[src/rtl/run_trace_monitor_pkg.sv]
// Shared definitions for the run-control / trace monitor: state encoding,
// default halt sentinel and the trace index width helper.
package run_ctrl_pkg;

  typedef enum logic [1:0] {
    ST_IDLE    = 2'd0,
    ST_RUN     = 2'd1,
    ST_HALTED  = 2'd2,
    ST_TIMEOUT = 2'd3
  } run_state_e;

  localparam logic [31:0] HALT_INSTR_DEFAULT = 32'hFFFF_FFFF;

  function automatic int idx_w(input int depth);
    return $clog2(depth);
  endfunction

endpackage

[src/rtl/run_trace_monitor_if.sv]
// Core-facing bus: fetched instruction, its PC, the store strobe and the hold
// signal returned to the core.
interface run_trace_monitor_if #(
  parameter int XLEN = 32
);
  logic [XLEN-1:0] instr;
  logic [XLEN-1:0] pc;
  logic            mem_we;
  logic            cpu_hold;

  modport master (output instr, output pc, output mem_we, input cpu_hold);
  modport slave  (input instr, input pc, input mem_we, output cpu_hold);
endinterface

[src/rtl/run_trace_monitor_ram.sv]
// Simple dual-port trace memory: synchronous write, registered read-first read.
module trace_ram
  import run_ctrl_pkg::*;
#(
  parameter int DEPTH = 16,
  parameter int WIDTH = 64,
  parameter int AW    = idx_w(DEPTH)
) (
  input  logic             clk,
  input  logic             we,
  input  logic [AW-1:0]    waddr,
  input  logic [WIDTH-1:0] wdata,
  input  logic [AW-1:0]    raddr,
  output logic [WIDTH-1:0] rdata
);

  logic [WIDTH-1:0] mem [DEPTH];
  logic [WIDTH-1:0] rdata_q;

  // Read sees the pre-write contents when addresses collide.
  always_ff @(posedge clk) begin
    if (we) mem[waddr] <= wdata;
    rdata_q <= mem[raddr];
  end

  assign rdata = rdata_q;

endmodule

[src/rtl/run_trace_monitor.sv]
// Run-control FSM with halt sentinel, cycle watchdog, saturating counters and
// a circular (PC, instruction) history readable oldest-first.
module run_trace_monitor
  import run_ctrl_pkg::*;
#(
  parameter int              XLEN       = 32,
  parameter int              DEPTH      = 16,
  parameter logic [XLEN-1:0] HALT_INSTR = XLEN'(HALT_INSTR_DEFAULT),
  parameter int              MAX_CYCLES = 1024,
  parameter int              CNT_W      = 32,
  parameter int              AW         = idx_w(DEPTH)
) (
  input  logic                 clk,
  input  logic                 rst,
  input  logic                 start,
  input  logic                 clr,
  run_trace_monitor_if.slave   core,
  input  logic [AW-1:0]        trace_rd_idx,
  output logic                 halted,
  output logic                 timeout,
  output logic [1:0]           state,
  output logic [CNT_W-1:0]     cycle_count,
  output logic [CNT_W-1:0]     store_count,
  output logic [AW:0]          trace_count,
  output logic [XLEN-1:0]      trace_pc,
  output logic [XLEN-1:0]      trace_instr
);

  localparam logic [AW:0]      CNT_FULL = (AW+1)'(DEPTH);
  localparam logic [CNT_W-1:0] WD_LAST  = CNT_W'(MAX_CYCLES - 1);

  run_state_e       state_q, state_d;
  logic [CNT_W-1:0] cyc_q, cyc_d, st_q, st_d;
  logic [AW:0]      cnt_q, cnt_d;
  logic [AW-1:0]    wp_q, wp_d;
  logic             rd_valid_q;
  logic             ram_we, is_halt, hold;
  logic [AW-1:0]    rd_addr;
  logic [2*XLEN-1:0] rd_data;

  assign is_halt = (core.instr == HALT_INSTR);

  always_comb begin
    state_d = state_q;
    cyc_d   = cyc_q;
    st_d    = st_q;
    cnt_d   = cnt_q;
    wp_d    = wp_q;
    ram_we  = 1'b0;
    hold    = 1'b1;
    unique case (state_q)
      ST_IDLE: begin
        if (start) begin
          state_d = ST_RUN;
          cyc_d   = '0;
          st_d    = '0;
          cnt_d   = '0;
          wp_d    = '0;
        end
      end
      ST_RUN: begin
        hold   = is_halt;
        ram_we = 1'b1;
        wp_d   = wp_q + 1'b1;
        if (cnt_q != CNT_FULL) cnt_d = cnt_q + 1'b1;
        if (cyc_q != '1)       cyc_d = cyc_q + 1'b1;
        // The halt cycle never commits, so its store is not counted.
        if (core.mem_we && !is_halt && st_q != '1) st_d = st_q + 1'b1;
        if (is_halt)               state_d = ST_HALTED;
        else if (cyc_q == WD_LAST) state_d = ST_TIMEOUT;
      end
      ST_HALTED, ST_TIMEOUT: begin
        if (clr) state_d = ST_IDLE;
      end
      default: state_d = ST_IDLE;
    endcase
  end

  always_ff @(posedge clk) begin
    if (rst) begin
      state_q    <= ST_IDLE;
      cyc_q      <= '0;
      st_q       <= '0;
      cnt_q      <= '0;
      wp_q       <= '0;
      rd_valid_q <= 1'b0;
    end else begin
      state_q    <= state_d;
      cyc_q      <= cyc_d;
      st_q       <= st_d;
      cnt_q      <= cnt_d;
      wp_q       <= wp_d;
      rd_valid_q <= ({1'b0, trace_rd_idx} < cnt_q);
    end
  end

  // Oldest valid entry sits trace_count slots behind the write pointer.
  assign rd_addr = wp_q - cnt_q[AW-1:0] + trace_rd_idx;

  trace_ram #(
    .DEPTH (DEPTH),
    .WIDTH (2*XLEN),
    .AW    (AW)
  ) u_ram (
    .clk   (clk),
    .we    (ram_we),
    .waddr (wp_q),
    .wdata ({core.pc, core.instr}),
    .raddr (rd_addr),
    .rdata (rd_data)
  );

  assign core.cpu_hold = hold;
  assign halted        = (state_q == ST_HALTED);
  assign timeout       = (state_q == ST_TIMEOUT);
  assign state         = state_q;
  assign cycle_count   = cyc_q;
  assign store_count   = st_q;
  assign trace_count   = cnt_q;
  assign trace_pc      = rd_valid_q ? rd_data[2*XLEN-1:XLEN] : '0;
  assign trace_instr   = rd_valid_q ? rd_data[XLEN-1:0]      : '0;

endmodule

[src/flat_wrapper.sv]
// flat-port wrapper written by rule: the top's interface ports become plain ports
module run_trace_monitor_flat import run_ctrl_pkg::*;
#(
  parameter int              XLEN       = 32,
  parameter int              DEPTH      = 16,
  parameter logic [XLEN-1:0] HALT_INSTR = XLEN'(HALT_INSTR_DEFAULT),
  parameter int              MAX_CYCLES = 1024,
  parameter int              CNT_W      = 32,
  parameter int              AW         = idx_w(DEPTH)
)
  (clk, rst, start, clr, trace_rd_idx, halted, timeout, state, cycle_count, store_count, trace_count, trace_pc, trace_instr, core_instr, core_pc, core_mem_we, core_cpu_hold);
  run_trace_monitor_if #(.XLEN(XLEN)) core_i ();
  input  logic clk;
  input  logic rst;
  input  logic start;
  input  logic clr;
  input  logic [AW-1:0] trace_rd_idx;
  output logic halted;
  output logic timeout;
  output logic [1:0] state;
  output logic [CNT_W-1:0] cycle_count;
  output logic [CNT_W-1:0] store_count;
  output logic [AW:0] trace_count;
  output logic [XLEN-1:0] trace_pc;
  output logic [XLEN-1:0] trace_instr;
  input wire logic [$bits(core_i.instr)-1:0] core_instr;
  input wire logic [$bits(core_i.pc)-1:0] core_pc;
  input wire logic [$bits(core_i.mem_we)-1:0] core_mem_we;
  output wire logic [$bits(core_i.cpu_hold)-1:0] core_cpu_hold;
  assign core_i.instr = core_instr;
  assign core_i.pc = core_pc;
  assign core_i.mem_we = core_mem_we;
  assign core_cpu_hold = core_i.cpu_hold;
  run_trace_monitor #(.XLEN(XLEN), .DEPTH(DEPTH), .HALT_INSTR(HALT_INSTR), .MAX_CYCLES(MAX_CYCLES), .CNT_W(CNT_W), .AW(AW)) u_core (.clk(clk), .rst(rst), .start(start), .clr(clr), .core(core_i), .trace_rd_idx(trace_rd_idx), .halted(halted), .timeout(timeout), .state(state), .cycle_count(cycle_count), .store_count(store_count), .trace_count(trace_count), .trace_pc(trace_pc), .trace_instr(trace_instr));
endmodule
[config.mk]
export PLATFORM = sky130hd
export DESIGN_NAME = run_trace_monitor_flat
export DESIGN_NICKNAME = d
export VERILOG_FILES = /design/src/rtl/run_trace_monitor_pkg.sv /design/src/rtl/run_trace_monitor_if.sv /design/src/rtl/run_trace_monitor_ram.sv /design/src/rtl/run_trace_monitor.sv /design/src/flat_wrapper.sv
export SDC_FILE = /design/constraint.sdc
export NUM_CORES = 1
export LEC_CHECK = 0
export CAP_MARGIN = 15
export CORE_UTILIZATION = 57
export DETAILED_ROUTE_END_ITERATION = 12
export DONT_BUFFER_PORTS = 1
export PLACE_DENSITY_LB_ADDON = 0.08
export SYNTH_ARGS = -nofsm -noshare
export SYNTH_HDL_FRONTEND = slang
export SYNTH_HIERARCHICAL = 1
export SYNTH_SLANG_ARGS = --single-unit
[constraint.sdc]
create_clock -name clk -period 6.55 [get_ports clk]
set_clock_uncertainty 0.1 [all_clocks]
set_input_delay 0.655 -clock clk [delete_from_list [all_inputs] [get_ports clk]]
set_output_delay 0.655 -clock clk [all_outputs]
set_load 0.01 [all_outputs]
==> results.cfg <==
[outcome]
status = completed

[global_routing]
grt_max_degree = 120
overflow = 0
antenna_found_initial = 2
gr-usage-all-layers = 0.2570
grt_pass1_vias = 23176
grt_pass1_wl_um = 147900

[worst_setup_path]
path_cells = inv_1 > fa_1 > fa_1 > xnor2_1 > nor2b_4 > buf_4 > a22oi_1 > nand2_1
startpoint_type = flop
worstPathMaxFanout = 27
arrival_ns = 4.63
worstPathRequired_ns = 7.06
criticalPathCategory = flop to flop
cp_common_cell = fa_1
critPathCaptureType = flop
cp_slowest_cell = nor2b_4
slowest_delay_ns = 1.09

[synth]
synth_nets = 2334
syn_inst = 2246
yosysWarnings = 6
seq_area_frac_synth = 0.7591
async_flop_share = 0
yosysUniqueCellTypes = 57
dominantRegCellSynth = edfxtp_1
avgSynthCellArea_um2 = 19.68
synth_enable_flop_cells = 1024
syn-cell-area_um2 = 44200
synth_seq_cells = 1164

[finish]
n_fill_cell = 5094
syn2layout_area_growth_pct = 13.16
utilization = 0.6553
layout.nets = 2455
layout-drive-gt1-share = 0.2113

[detailed_routing]
drtAntennaViolNets = 0
drt_iter0_markers = 2208
drt_wl_total_um = 98790
vias = 22020
post_drt_wl_per_cell_um = 28.25
drc_errors = 0
drtPass1Iterations = 5
avgViaCountPerCell = 6.297

[power_and_ir_drop]
ir_drop_mv = 0.3192
leakage_nw = 15.99
power_density_nw_per_um2 = 343.2

[placed_design]
gp_congestion = 0.8096
io_buffers = 0
post-dp-hpwl_um = 50690

[timing]
tightest_slew_ns = 1.229
period_needed_ns = 4.115
slew_headroom = 0.1788
finalSetupViolations = 0
max_freq_mhz = 243.0
hold_viol_final = 0
final.setup.tns_ns = 0
post-route-period-util = 0.6282
rsz0062_at_grt = no
maxSlewViolCount = 0

[job]
drv_cap = 0

[clocking]
cts_buffer_depth = 3
cts-root-buf = clkbuf_16
clkTransAtPathRegs_ns = 0.06
post-cts-setup-buffers = 0
clock-sinks = 1164
cts_buffers = 115
cts_tree = done
clk_latency_ns = 0.68
cts.htree.levels = 3

[die]
dieWidth_um = 280.5
initial_core_util = 0.5791
ios = 211
core_um2 = 76330
core.rowCount = 101
fp.dieH_um = 280.5
dieArea_um2 = 78660

[worst_hold_path]
min_path_type = input port to flop
-- path summary, 6_finish.rpt --
path / from / to / slack, ns / depth (start not counted)
worst max-delay path: u_core/wp_q[1] / u_core/u_ram/rdata[4] / 2.44 / 8
worst min-delay path: rst / u_core/cycle_count[1] / 0.08 / 2
worst max register to register: u_core/wp_q[1] / u_core/u_ram/rdata[4] / 2.44 / 8
worst min register to register: u_core/store_count[22] / u_core/store_count[22] / 0.46 / 1
-- synthesized netlist by cell type (2+ instances only) --
master | n | area, µm²
nor2_1 | 70 | 262.8
o311ai_0 | 3 | 26.28
or4_1 | 6 | 45.04
nand3_1 | 32 | 160.2
or3_1 | 5 | 31.28
clkbuf_1 | 53 | 198.9
nor2b_1 | 4 | 25.02
buf_1 | 21 | 78.83
and3_1 | 14 | 87.58
a22oi_1 | 128 | 960.9
nand2b_1 | 8 | 50.05
or3b_1 | 2 | 17.52
o31ai_1 | 4 | 30.03
xnor2_1 | 20 | 175.2
buf_6 | 15 | 168.9
o211ai_1 | 3 | 22.52
inv_1 | 22 | 82.58
and2_1 | 69 | 431.7
nand2_1 | 101 | 379.1
and4_1 | 5 | 43.79
dfxtp_1 | 140 | 2803
buf_2 | 19 | 95.09
edfxtp_1 | 1024 | 30750
buf_4 | 6 | 45.04
a31oi_1 | 16 | 100.1
o21ai_0 | 36 | 180.2
nand4_1 | 42 | 262.8
nor4_1 | 13 | 81.33
a211oi_1 | 3 | 22.52
a21oi_1 | 34 | 170.2
fa_1 | 3 | 60.06
mux4_2 | 256 | 5766
ha_1 | 12 | 150.1
nor3_1 | 21 | 105.1
xor2_1 | 11 | 96.34
nand3b_1 | 2 | 15.01
a21o_1 | 3 | 22.52
-- critical path: cells and delay by family, from the launching register on --
family / cells / cell delay, ns
flops: 1 / 0.57
fa+ha+maj: 2 / 0.96
compound gates: 1 / 0.12
xor+xnor: 1 / 0.50
simple gates: 2 / 1.21
buf+inv: 2 / 0.56
-- layout by cell type (no fill, tap or decap), types with 16 or more instances in the layout --
cell	count
xnor2_1	20
clkinv_2	26
nor2_1	57
o21ai_0	36
and2_1	68
clkbuf_16	119
nand4_1	42
buf_4	48
nand3_1	32
dlygate4sd3_1	65
a31oi_1	16
a21oi_1	34
clkbuf_1	24
a22oi_1	128
nor3_1	17
edfxtp_1	1024
mux4_2	256
inv_1	21
dfxtp_1	139
nand2_1	101
-- flip-flops by register name (all words and copies together), names as in the netlist --
signal and count:
u_core/cycle_count 32, u_core/rd_valid_q 1, u_core/state 2, u_core/store_count 32, u_core/trace_count 5, u_core/u_ram/mem 1024
u_core/u_ram/rdata 64, u_core/wp_q 4
-- power breakdown --
| group | total, mW | internal [mW] | switching [mW] | leakage [nW] |
|---|---|---|---|---|
| sequential | 8.44 | 8.33 | 0.110 | 10.4 |
| combinational | 2.15 | 0.938 | 1.21 | 3.71 |
| clock | 6.58 | 3.87 | 2.71 | 1.89 |
| total | 17.2 | 13.1 | 4.03 | 16.0 |
-- repair_timing --
item / 4_1_cts / 5_1_grt
endpoints found under the hold margin: 1039 / 0
resized for setup: 0 / 0
endpoints found under the setup margin: 0 / 0
hold buffers: 65 / 0
-- metrics by stage --
stage | instances | total power, mW | area (µm²) | hold WS [ns] | setup WS, ns
3_5_place_dp | 3215 | 10.66 | 45520 | 0.4356 | 2.356
2_1_floorplan | 2246 | 10.09 | 44200 | 0.3999 | 0.1802
3_3_place_gp | 3215 | 10.64 | 45520 | 0.4288 | 2.450
6_report | 3497 | 17.17 | 50020 | 0.08068 | 2.435
5_1_grt | 3497 | 17.75 | 50020 | 0.05110 | 2.199
4_1_cts | 3496 | 17.32 | 50020 | 0.03999 | 2.381
-- cells by family after synthesis --
kind of cell,synth area share
and+or+nand+nor,0.04781
muxes,0.1304
buffers and inverters,0.01523
AOI/OAI and AO/OA,0.03654
xor gates and xnor gates,0.006143
adders and majority gates,0.004756
DFF,0.7591
-- routing by layer --
metal  GRT usage  vias up  part of all wire
met4     0.05731        2             0.014
li1            -     9460                 -
met2      0.4207      766              0.50
met3     0.05105      103             0.073
met5           0        -           0.00017
met1      0.3613    11689              0.41
-- cell type report --
cell class,instances,area [µm²],area share
diodes,1,2.502,0.00005003
flip-flops and latches,1164,33550,0.6708
repair buffers,118,1111,0.02221
multi-input cells,945,10120,0.2024
inverters,23,93.84,0.001876
clock buffers,157,3261,0.06519
clock inverters,59,585.6,0.01171
well taps,1030,1289,0.02576
No activity file was read; power rests on OpenSTA's default activity.
